File: config.mk
export PLATFORM = sky130hd
export DESIGN_NAME = lfsr_keystream8
export DESIGN_NICKNAME = d
export VERILOG_FILES = /design/src/rtl/lfsr_keystream8_pkg.sv /design/src/rtl/lfsr_keystream8_galois_step.sv /design/src/rtl/lfsr_keystream8.sv
export SDC_FILE = /design/constraint.sdc
export NUM_CORES = 1
export LEC_CHECK = 0
export CELL_PAD_IN_SITES_DETAIL_PLACEMENT = 1
export CELL_PAD_IN_SITES_GLOBAL_PLACEMENT = 2
export CORE_UTILIZATION = 34
export CTS_CLUSTER_DIAMETER = 120
export DETAILED_ROUTE_END_ITERATION = 8
export PLACE_DENSITY = 0.86
export SKIP_LAST_GASP = 1
export SLEW_MARGIN = 40
export SYNTH_ARGS = -nofsm -noshare
export SYNTH_HDL_FRONTEND = slang
export SYNTH_SLANG_ARGS = --single-unit
File: constraint.sdc
create_clock -name clk -period 1.8 [get_ports clk]
set_input_delay 0.45 -clock clk [delete_from_list [all_inputs] [get_ports clk]]
set_output_delay 0.45 -clock clk [all_outputs]
set_load 0.02 [all_outputs]
File: src/rtl/lfsr_keystream8_pkg.sv
// Shared definitions for the LFSR keystream generator: FSM encoding,
// default polynomial/seed and key byte geometry.
package lfsr_keystream8_pkg;

    typedef enum logic [1:0] {
        ST_IDLE  = 2'd0,
        ST_GEN   = 2'd1,
        ST_READY = 2'd2
    } ks_state_e;

    localparam logic [15:0] KS_TAPS  = 16'hB400;
    localparam logic [15:0] KS_SEED  = 16'hACE1;

    localparam int KS_KEY_W = 8;
    localparam int KS_CNT_W = 3;

    // True on the shift that completes a key byte.
    function automatic logic ks_byte_done(input logic [KS_CNT_W-1:0] cnt);
        return cnt == KS_CNT_W'(KS_KEY_W - 1);
    endfunction

endpackage

File: src/rtl/lfsr_keystream8_galois_step.sv
// One combinational step of a Galois LFSR: shift right, fold the taps in
// when the bit leaving position 0 is set.
module lfsr_galois_step
    import lfsr_keystream8_pkg::*;
#(
    parameter int WIDTH = 16
) (
    input  logic [WIDTH-1:0] state,
    input  logic [WIDTH-1:0] taps,
    output logic [WIDTH-1:0] next_state,
    output logic             out_bit
);

    always_comb begin
        out_bit    = state[0];
        next_state = (state >> 1) ^ (state[0] ? taps : '0);
    end

endmodule

File: src/rtl/lfsr_keystream8.sv
// Serial Galois-LFSR keystream source: eight shifts build one key byte,
// which is then offered on a valid/ready handshake.
module lfsr_keystream8
    import lfsr_keystream8_pkg::*;
#(
    parameter int               WIDTH        = 16,
    parameter logic [WIDTH-1:0] TAPS         = KS_TAPS,
    parameter logic [WIDTH-1:0] DEFAULT_SEED = KS_SEED
) (
    input  logic             clk,
    input  logic             rst_n,
    input  logic             seed_ld,
    input  logic [WIDTH-1:0] seed,
    output logic [7:0]       key,
    output logic             key_valid,
    input  logic             key_ready,
    output logic             busy
);

    ks_state_e             state;
    logic [WIDTH-1:0]      lfsr;
    logic [WIDTH-1:0]      lfsr_next;
    logic [WIDTH-1:0]      load_val;
    logic                  out_bit;
    logic [KS_CNT_W-1:0]   cnt;
    logic [KS_KEY_W-2:0]   shreg;
    logic                  shifting;

    lfsr_galois_step #(
        .WIDTH(WIDTH)
    ) u_step (
        .state     (lfsr),
        .taps      (TAPS),
        .next_state(lfsr_next),
        .out_bit   (out_bit)
    );

    // An all-zero state would lock the LFSR, so a zero seed falls back to the default.
    assign load_val = (seed == '0) ? DEFAULT_SEED : seed;
    assign shifting = (state == ST_GEN) && !seed_ld;

    always_ff @(posedge clk or negedge rst_n) begin
        if (!rst_n) begin
            state     <= ST_IDLE;
            lfsr      <= DEFAULT_SEED;
            cnt       <= '0;
            key       <= 8'h00;
            key_valid <= 1'b0;
            busy      <= 1'b0;
        end else if (seed_ld) begin
            state     <= ST_GEN;
            lfsr      <= load_val;
            cnt       <= '0;
            key_valid <= 1'b0;
            busy      <= 1'b1;
        end else begin
            case (state)
                ST_IDLE: begin
                    key_valid <= 1'b0;
                    busy      <= 1'b0;
                end
                ST_GEN: begin
                    lfsr <= lfsr_next;
                    cnt  <= cnt + KS_CNT_W'(1);
                    if (ks_byte_done(cnt)) begin
                        key       <= {out_bit, shreg};
                        key_valid <= 1'b1;
                        busy      <= 1'b0;
                        state     <= ST_READY;
                    end
                end
                ST_READY: begin
                    if (key_ready) begin
                        key_valid <= 1'b0;
                        busy      <= 1'b1;
                        state     <= ST_GEN;
                    end
                end
                default: begin
                    state     <= ST_IDLE;
                    key_valid <= 1'b0;
                    busy      <= 1'b0;
                end
            endcase
        end
    end

    // First bit shifted out ends up at bit 0 of the key; every slot is
    // rewritten before it is used, so no reset is needed here.
    always_ff @(posedge clk) begin
        if (shifting) begin
            shreg <= {out_bit, shreg[KS_KEY_W-2:1]};
        end
    end

`ifndef SYNTHESIS
    a_lfsr_nonzero: assert property (@(posedge clk) disable iff (!rst_n) lfsr != '0);
    a_key_hold: assert property (@(posedge clk) disable iff (!rst_n)
        (key_valid && !key_ready && !seed_ld) |=> (key_valid && $stable(key)));
`endif

endmodule

==> flow_summary_export.csv, run 1 <==
group,metric,value,unit
clock_tree,worstSkewPairLatency,290,ps
route,dr_total_vias,1202,
floorplanning,core,4786,um^2
timing,period_share,0.9579,
placement,post-place-cells,243,
status,status,"finished, final reports clean",
timing,fin_skew,3.973,ps
grt,grt.overflow.total,0,
finish,area_delta_synth_final,28.23,%
clock_tree,cts_setup_buffers,0,
placement,port_buffers,29,
critical_path,critical_path_class,"flip-flop to output port",
finish,fin_cells,251,
floorplanning,ioPinCount,30,
timing,slew_viol_final,0,
route,post_drt_via_cell_ratio,4.789,
job,drv_cap,0,
grt,grt.total_usage,0.1540,
critical_path,setup.worst_path.end_class,"output port",
yosys,netlist_instances,145,
finish,final_util,0.4596,
yosys,syn_nets,167,
critical_path,r2r-start,"cnt[0]",
route,ant_nets,0,
timing,tightest_slew,586.6,ps
critical_path,crit_cells,1,
yosys,yosysUniqueCellTypes,28,
route,routed_wl,3579,um
route,wl_met2,1842,um
route,drt_iter0_markers,66,
critical_path,worstPathCellList,"clkdlybuf4s50_1",
floorplanning,start_util,0.3584,
route,drc,0,
yosys,yosysTopAreaCell,"dfrtp_1",
finish,layout_commonest_cell,"nand2_1",
placement,place_ws,-190.4,ps
floorplanning,die-width,73.03,um
critical_path,reg2reg_depth,4,
route,drtPass1Iterations,3,
clock_tree,numClockSinks,38,
power_and_ir_drop,p_leak,0.9284,nW
clock_tree,h-tree-depth,2,
critical_path,worst_path_largest_cell_delay,610,ps
finish,design_area,2200,um^2
route,dr_wl_met3,147,um
critical_path,r2r_slack,270,ps
yosys,ys_seq_area_frac,0.5806,
clock_tree,clk_pin_slew,70,ps
timing,hold_viol,0,
clock_tree,cts_resized,0,
yosys,synth_edf_count,7,
yosys,synth.cell_area,1715,um^2
placement,dp_hpwl,2616,um
route,routedWlPerCell,14.26,um
placement,dpl_cell_area,2118,um^2
critical_path,cp_slowest_cell,"clkdlybuf4s50_1",
timing,setup_viol,0,
finish,diodes,0,
placement,place_congestion,0.7257,
yosys,yosysWarnings,0,
finish,drive_above_1_share,0.1957,
critical_path,cp-endpoint,"key[7]",
yosys,synthArstFlopShare,0.8158,
timing,max_freq,580.0,MHz
floorplanning,rows,25,
worst_hold_path,hold_class,"flip-flop to flip-flop",
critical_path,cp_data_arrival_time,1270,ps
critical_path,regToRegEndpoint,"key[0]",
timing,fin_ws,75.72,ps
yosys,ys_ff_latch,38,
critical_path,critPathTopFamily,"buffers and inverters",
clock_tree,clk_path_buf_depth,2,
critical_path,startpoint_type,"flip-flop",
clock_tree,cts_tree,"built",
yosys,yosys.area.top_type_share,0.3355,
route,wirelength_met1,1522,um
power_and_ir_drop,peakVddDrop,0.3226,mV
grt,grt_pass1_wl,6127,um
grt,antenna_found_initial,0,
grt,grt_pass1_vias,1310,
clock_tree,clock-root-buffer,"clkbuf_8",
critical_path,path_max_fanout,2,
timing,post-route-min-period,1724,ps
yosys,yosys-top-cells-area,"dfrtp_1, dfstp_2, edfxtp_1",
yosys,syn_area_per_cell,11.83,um^2
yosys,ys.flop_type,"dfrtp_1",
finish,final_cell_mix,"nand2_1, clkdlybuf4s50_1, dfrtp_1",
grt,grt_max_degree,32,
finish,nNetsFinal,205,
timing,grt_setup_unrepaired,"no",
clock_tree,cts_buffers,5,
route,top_layer_used,"met4",
timing,finalSetupTns,0,ps
power_and_ir_drop,power_density,860.9,nW/um^2
critical_path,worstSetupStartpoint,"key[7]",
timing,slew_headroom,0.6075,
critical_path,path_buf_inv,1,
clock_tree,hold_buffers,0,
critical_path,crit_required,1350,ps
floorplanning,die_h,73.03,um
floorplanning,dieArea,5333,um^2
[cells in the mapped netlist, types with 2 or more instances]
master	number
mux2i_1	8
mux2_4	8
dfstp_2	8
a21oi_1	4
edfxtp_1	7
a32oi_1	8
nand2_1	30
buf_6	2
dfrtp_1	23
ha_1	2
xor2_1	3
clkbuf_1	5
inv_1	9
nor2_1	3
o21ai_0	9
nor4_1	4
[state kept, by name, summed over array words and instances, names as in the netlist]
register   flops
lfsr          16
key            8
shreg          7
cnt            3
state          2
busy           1
key_valid      1
[per-stage QoR]
step | power [mW] | hold WS (ps)
floorplan | 1.192 | 154.4
global placement | 1.340 | 435.7
detailed placement | 1.359 | 444.4
CTS | 1.924 | 462.2
global route | 1.993 | 467.7
finish | 1.894 | 456.6
[routing by layer]
| layer | GRT usage | up-vias |
|---|---|---|
| li1 | - | 579 |
| met1 | 0.1815 | 594 |
| met2 | 0.2582 | 23 |
| met3 | 0.04282 | 6 |
| met4 | 0.07407 | 0 |
| met5 | 0 | - |
[cells by family (layout without fill, tap and decap cells)]
| logic type | count (synthesis) | after routing | share of synthesized area |
|---|---|---|---|
| simple gates | 42 | 42 | 0.1138 |
| flops | 38 | 38 | 0.5806 |
| xor+xnor | 4 | 4 | 0.02043 |
| fa+ha+maj | 2 | 2 | 0.01459 |
| compound gates | 25 | 25 | 0.1029 |
| mux | 16 | 16 | 0.1167 |
| buf+inv | 18 | 57 | 0.05106 |
[how the worst min path moves through the flow]
stage | startpoint | end | slack (ps) | depth (start not counted)
after detailed placement | shreg[2] | shreg[1] | 440 | 0
after global routing | shreg[6] | shreg[5] | 470 | 0
after CTS | shreg[6] | shreg[5] | 460 | 0
after floorplan | rst_n | busy | 150 | 0
final | shreg[2] | shreg[1] | 460 | 0
after global placement | shreg[1] | shreg[0] | 440 | 0
[final cells by class]
class / count / area, um^2
fillers: 532 / 2586
flip-flops and latches: 38 / 996.0
multi-input cells: 89 / 631.9
repair buffers: 40 / 372.9
well taps: 67 / 83.83
clock buffers: 6 / 72.57
inverters: 9 / 33.78
clock inverters: 2 / 8.758
[power breakdown]
part           total [mW]  internal, mW  switching (mW)
clock               0.557         0.266           0.291
combinational       0.305         0.168           0.138
sequential           1.03         0.977          0.0535
total                1.89          1.41           0.483
(Power assumes the default switching activity.)
==> run 2, diff against run 1 <==
==> constraint.sdc (replaced) <==
create_clock -name clk -period 1.6 [get_ports clk]
set_input_delay 0.4 -clock clk [delete_from_list [all_inputs] [get_ports clk]]
set_output_delay 0.4 -clock clk [all_outputs]
set_load 0.02 [all_outputs]
==> flow_summary_export.csv, run 2 (same netlist as run 1, synthesis figures left out) <==
group,metric,value,unit
status,status,"finished, final reports clean",
timing,fin_skew,7.353,ps
finish,regMostFlops,"lfsr",
finish,diodes,0,
grt,grt.total_usage,0.1652,
placement,place_congestion,0.7683,
critical_path,startpoint_type,"input port",
critical_path,path_max_fanout,8,
timing,holdWs,466.5,ps
power_and_ir_drop,p_sw,550.3,uW
power_and_ir_drop,power,2.179,mW
timing,tightest_slew,340.9,ps
route,drt_iter0_markers,36,
floorplanning,core,4786,um^2
floorplanning,start_util,0.3584,
placement,port_buffers,29,
floorplanning,die-width,73.03,um
route,dr_total_vias,1235,
clock_tree,h-tree-depth,2,
route,routed_wl,3916,um
finish,largest_reg_flops,16,
floorplanning,rows,25,
clock_tree,worstSkewPairLatency,290,ps
clock_tree,hold_buffers,0,
finish,fin_cells,255,
power_and_ir_drop,peakVddDrop,0.3910,mV
placement,post-place-cells,247,
route,routedWlPerCell,15.36,um
power_and_ir_drop,p_leak,1.001,nW
power_and_ir_drop,combPwrFrac,0.162,
finish,layout_commonest_cell,"nand2_1",
job,drv_cap,0,
timing,slew_viol_final,0,
grt,grt_pass1_vias,1340,
route,post_drt_via_cell_ratio,4.843,
timing,hold_viol,0,
worst_hold_path,hold_class,"flip-flop to flip-flop",
route,drc,0,
timing,finalSetupTns,0,ps
timing,setup_viol,0,
critical_path,setup.worst_path.end_class,"flip-flop",
clock_tree,clk_path_buf_depth,2,
grt,grt_max_degree,32,
clock_tree,clock-root-buffer,"clkbuf_8",
grt,grt_pass1_wl,6444,um
timing,post-route-min-period,1563,ps
finish,nNetsFinal,209,
power_and_ir_drop,intPower,1.629,mW
timing,max_freq,639.9,MHz
critical_path,cp_data_arrival_time,1770,ps
clock_tree,numClockSinks,38,
clock_tree,cts_tree,"built",
placement,dp_hpwl,2807,um
timing,slew_headroom,0.7709,
clock_tree,cts_setup_buffers,0,
route,ant_nets,0,
finish,fillCellCount,525,
power_and_ir_drop,power_density,950.7,nW/um^2
critical_path,reg2reg_depth,4,
floorplanning,die_h,73.03,um
route,drtPass1Iterations,4,
power_and_ir_drop,seqPwrFrac,0.532,
clock_tree,clk_pin_slew,70,ps
power_and_ir_drop,swShare,0.2525,
finish,largest_registers,"lfsr x16, key x8, shreg x7",
critical_path,regToRegEndpoint,"key[0]",
critical_path,critical_path_class,"input port to flip-flop",
critical_path,cp-endpoint,"lfsr[5]",
timing,period_share,0.9768,
critical_path,r2r-start,"cnt[0]",
finish,final_cell_mix,"nand2_1, dfrtp_1, clkdlybuf4s50_1",
clock_tree,cts_buffers,5,
grt,grt.overflow.total,0,
critical_path,r2r_slack,110,ps
grt,antenna_found_initial,0,
critical_path,worstSetupStartpoint,"seed[0]",
floorplanning,ioPinCount,30,
power_and_ir_drop,p_clk_frac,0.306,
finish,seq_area,996.0,um^2
critical_path,crit_required,1800,ps
finish,drive_above_1_share,0.2447,
finish,multi_input_area,684.4,um^2
finish,area_delta_synth_final,33.63,%
floorplanning,dieArea,5333,um^2
-- run 2: cell types whose count changed in the layout (fill, tap and decap cells not counted), sizes merged --
cell / before / now
clkbuf: 6 / 7
dlygate4sd2: 0 / 10
clkdlybuf4s50: 29 / 19
clkinv: 2 / 1
buf: 11 / 15
-- run 2: power by group through the flow --
stage          Clock, mW  Sequential (mW)  Combinational [mW]
2_1_floorplan          0             1.19               0.151
3_3_place_gp           0             1.17               0.348
3_5_place_dp           0             1.18               0.364
4_1_cts            0.690             1.16               0.351
5_1_grt            0.728             1.17               0.386
6_report           0.667             1.16               0.353
-- run 2: layer usage --
metal / routed length [um] / track usage / up-vias
met5: 0 / 0 / -
met4: 81 / 0.07407 / 0
met3: 174 / 0.04972 / 6
met2: 1999 / 0.2767 / 34
met1: 1660 / 0.1947 / 608
li1: - / - / 587
-- run 2: final cells by class --
type	instances	share of cell area
sequential	38	0.4345
multi-input combinational	89	0.2986
timing repair buffer	44	0.1758
clock buffer	7	0.03766
tap	67	0.03657
inverter	9	0.01474
clock inverter	1	0.002183
-- run 2: how the worst min path moves through the flow --
stage                         from        to  depth (start not counted)  slack [ps]
final                     shreg[6]  shreg[5]                          0         470
after global routing         rst_n  state[0]                          2         490
after CTS                 shreg[3]  shreg[2]                          0         470
after detailed placement  shreg[5]  shreg[4]                          0         450
after global placement    shreg[1]  shreg[0]                          0         430
after floorplan              rst_n      busy                          0         100
-- run 2: repair_timing --
| action | 4_1_cts | 5_1_grt |
|---|---|---|
| endpoints found under the setup margin | 18 | 1 |
| pin swaps | 2 | 0 |
| gates resized for setup | 13 | 4 |
| cloned | 0 | 0 |
-- run 2: critical path, stage by stage --
cell and delay (ps):
clkdlybuf4s50_1 450, nor4_2 330, buf_4 170, a41oi_4 180
a32oi_2 230
-- run 2: per-stage QoR --
step           setup WS, ps  utilization  cell area, um^2
6_report              37.17       0.4790             2292
5_1_grt              -17.60       0.4790             2292
4_1_cts               10.29       0.4729             2263
3_5_place_dp         -430.6       0.4515             2161
3_3_place_gp         -277.5       0.4515             2161
2_1_floorplan         66.42            -             1715
==> run 3, diff against run 2 <==
--- a/config.mk
+++ b/config.mk
@@ -11,6 +11,7 @@
 export CTS_CLUSTER_DIAMETER = 120
 export DETAILED_ROUTE_END_ITERATION = 8
 export PLACE_DENSITY = 0.86
+export RECOVER_POWER = 25
 export SKIP_LAST_GASP = 1
 export SLEW_MARGIN = 40
 export SYNTH_ARGS = -nofsm -noshare
==> flow_summary_export.csv, run 3 (same netlist as run 1, synthesis figures left out) <==
group,metric,value,unit
status,status,"finished, final reports clean",
timing,max_freq,639.8,MHz
critical_path,cp_slowest_cell,"clkdlybuf4s50_1",
floorplanning,dieArea,5333,um^2
worst_hold_path,hold_class,"flip-flop to flip-flop",
clock_tree,worstSkewPairLatency,290,ps
grt,grt_pass1_vias,1340,
clock_tree,clock-root-buffer,"clkbuf_8",
route,wl_met2,1996,um
clock_tree,cts_setup_buffers,0,
timing,holdWs,466.5,ps
floorplanning,start_util,0.3584,
placement,post-place-cells,247,
critical_path,worstPathCellList,"clkdlybuf4s50_1 -> nor4_2 -> buf_4 -> a41oi_4 -> a32oi_2",
route,dr_total_vias,1236,
floorplanning,ioPinCount,30,
timing,post-route-min-period,1563,ps
clock_tree,numClockSinks,38,
placement,dp_hpwl,2807,um
grt,grt.overflow.total,0,
route,ant_nets,0,
finish,regMostFlops,"lfsr",
floorplanning,die_h,73.03,um
finish,diodes,0,
route,routed_wl,3916,um
floorplanning,core,4786,um^2
finish,nNetsFinal,209,
route,drtPass1Iterations,4,
critical_path,path_max_fanout,8,
critical_path,crit_required,1800,ps
finish,fin_cells,255,
route,routedWlPerCell,15.36,um
grt,grt_max_degree,32,
power_and_ir_drop,power,2.174,mW
clock_tree,clk_pin_slew,70,ps
clock_tree,h-tree-depth,2,
timing,tightest_slew,789.7,ps
finish,seq_area,996.0,um^2
clock_tree,cts_tree,"built",
critical_path,r2r_slack,110,ps
critical_path,cp_data_arrival_time,1770,ps
floorplanning,rows,25,
critical_path,worstSetupStartpoint,"seed[0]",
route,post_drt_via_cell_ratio,4.847,
power_and_ir_drop,power_density,954.5,nW/um^2
timing,setup_viol,0,
critical_path,r2r-start,"cnt[0]",
finish,largest_reg_flops,16,
finish,multi_input_area,684.4,um^2
grt,antenna_found_initial,0,
grt,grt_pass1_wl,6444,um
placement,place_congestion,0.7683,
clock_tree,cts_buffers,5,
finish,layout_commonest_cell,"nand2_1",
route,drt_iter0_markers,36,
timing,period_share,0.9768,
timing,fin_skew,7.355,ps
critical_path,critical_path_class,"input port to flip-flop",
finish,final_cell_mix,"nand2_1, dfrtp_1, clkdlybuf4s50_1",
route,wirelength_met1,1660,um
route,dr_wl_met3,179,um
route,drc,0,
finish,largest_registers,"lfsr x16, key x8, shreg x7",
finish,drive_above_1_share,0.2447,
route,top_layer_used,"met4",
placement,port_buffers,29,
timing,slew_viol_final,0,
critical_path,worst_path_largest_cell_delay,450,ps
finish,fillCellCount,526,
critical_path,startpoint_type,"input port",
finish,area_delta_synth_final,32.75,%
critical_path,reg2reg_depth,4,
floorplanning,die-width,73.03,um
grt,grt.total_usage,0.1652,
timing,hold_viol,0,
worst_hold_path,min_from,"shreg[6]",
power_and_ir_drop,peakVddDrop,0.3908,mV
job,drv_cap,0,
critical_path,cp-endpoint,"lfsr[5]",
timing,finalSetupTns,0,ps
timing,slew_headroom,0.4736,
critical_path,setup.worst_path.end_class,"flip-flop",
clock_tree,clk_path_buf_depth,2,
power_and_ir_drop,p_leak,0.9962,nW
critical_path,regToRegEndpoint,"key[0]",
-- run 3: cell count changes in the layout (fill, tap and decap cells not counted) --
cell             delta
buf_12              -1
dlygate4sd3_1       +1
clkdlybuf4s50_1     -1
clkbuf_2            +1
-- run 3: how the worst min path moves through the flow --
stage | end | slack, ps | cells after the start
finish | shreg[5] | 470 | 0
global route | shreg[5] | 490 | 0
CTS | shreg[2] | 470 | 0
detailed placement | shreg[4] | 450 | 0
global placement | shreg[0] | 430 | 0
floorplan | busy | 100 | 0
-- run 3: area by class of cell --
type / instances / share of cell area
tap: 67 / 0.03681
clock inverter: 1 / 0.002198
timing repair buffer: 44 / 0.1703
multi-input combinational: 89 / 0.3005
clock buffer: 7 / 0.03791
sequential: 38 / 0.4374
inverter: 9 / 0.01484
-- run 3: what timing repair did --
item / 4_1_cts / 5_1_grt
hold buffers: 0 / 0
setup endpoints to repair: 18 / 1
gates resized for setup: 13 / 4
pin swaps: 2 / 0
-- run 3: routing by layer --
layer / vias up / track usage
met5: - / 0
met3: 6 / 0.04972
met2: 36 / 0.2767
met1: 606 / 0.1947
met4: 0 / 0.07407
li1: 588 / -
-- run 3: power breakdown --
part / leakage (nW) / switching (mW) / internal [mW] / total (mW)
Clock: 0.0482 / 0.320 / 0.347 / 0.667
Sequential: 0.443 / 0.0596 / 1.10 / 1.16
Combinational: 0.505 / 0.170 / 0.177 / 0.348
-- run 3: stage by stage --
step                      area, um^2  utilization  worst slack, ps
after floorplan                 1715            -            66.42
after global placement          2161       0.4515           -277.5
after detailed placement        2161       0.4515           -430.6
after CTS                       2263       0.4729            10.29
after global routing            2277       0.4758           -17.60
final                           2277       0.4758            37.05
-- run 3: worst max-delay path, delay by kind of cell --
family	cells	cell delay, ps
buf+inv	2	620
simple gates	1	330
compound gates	2	410
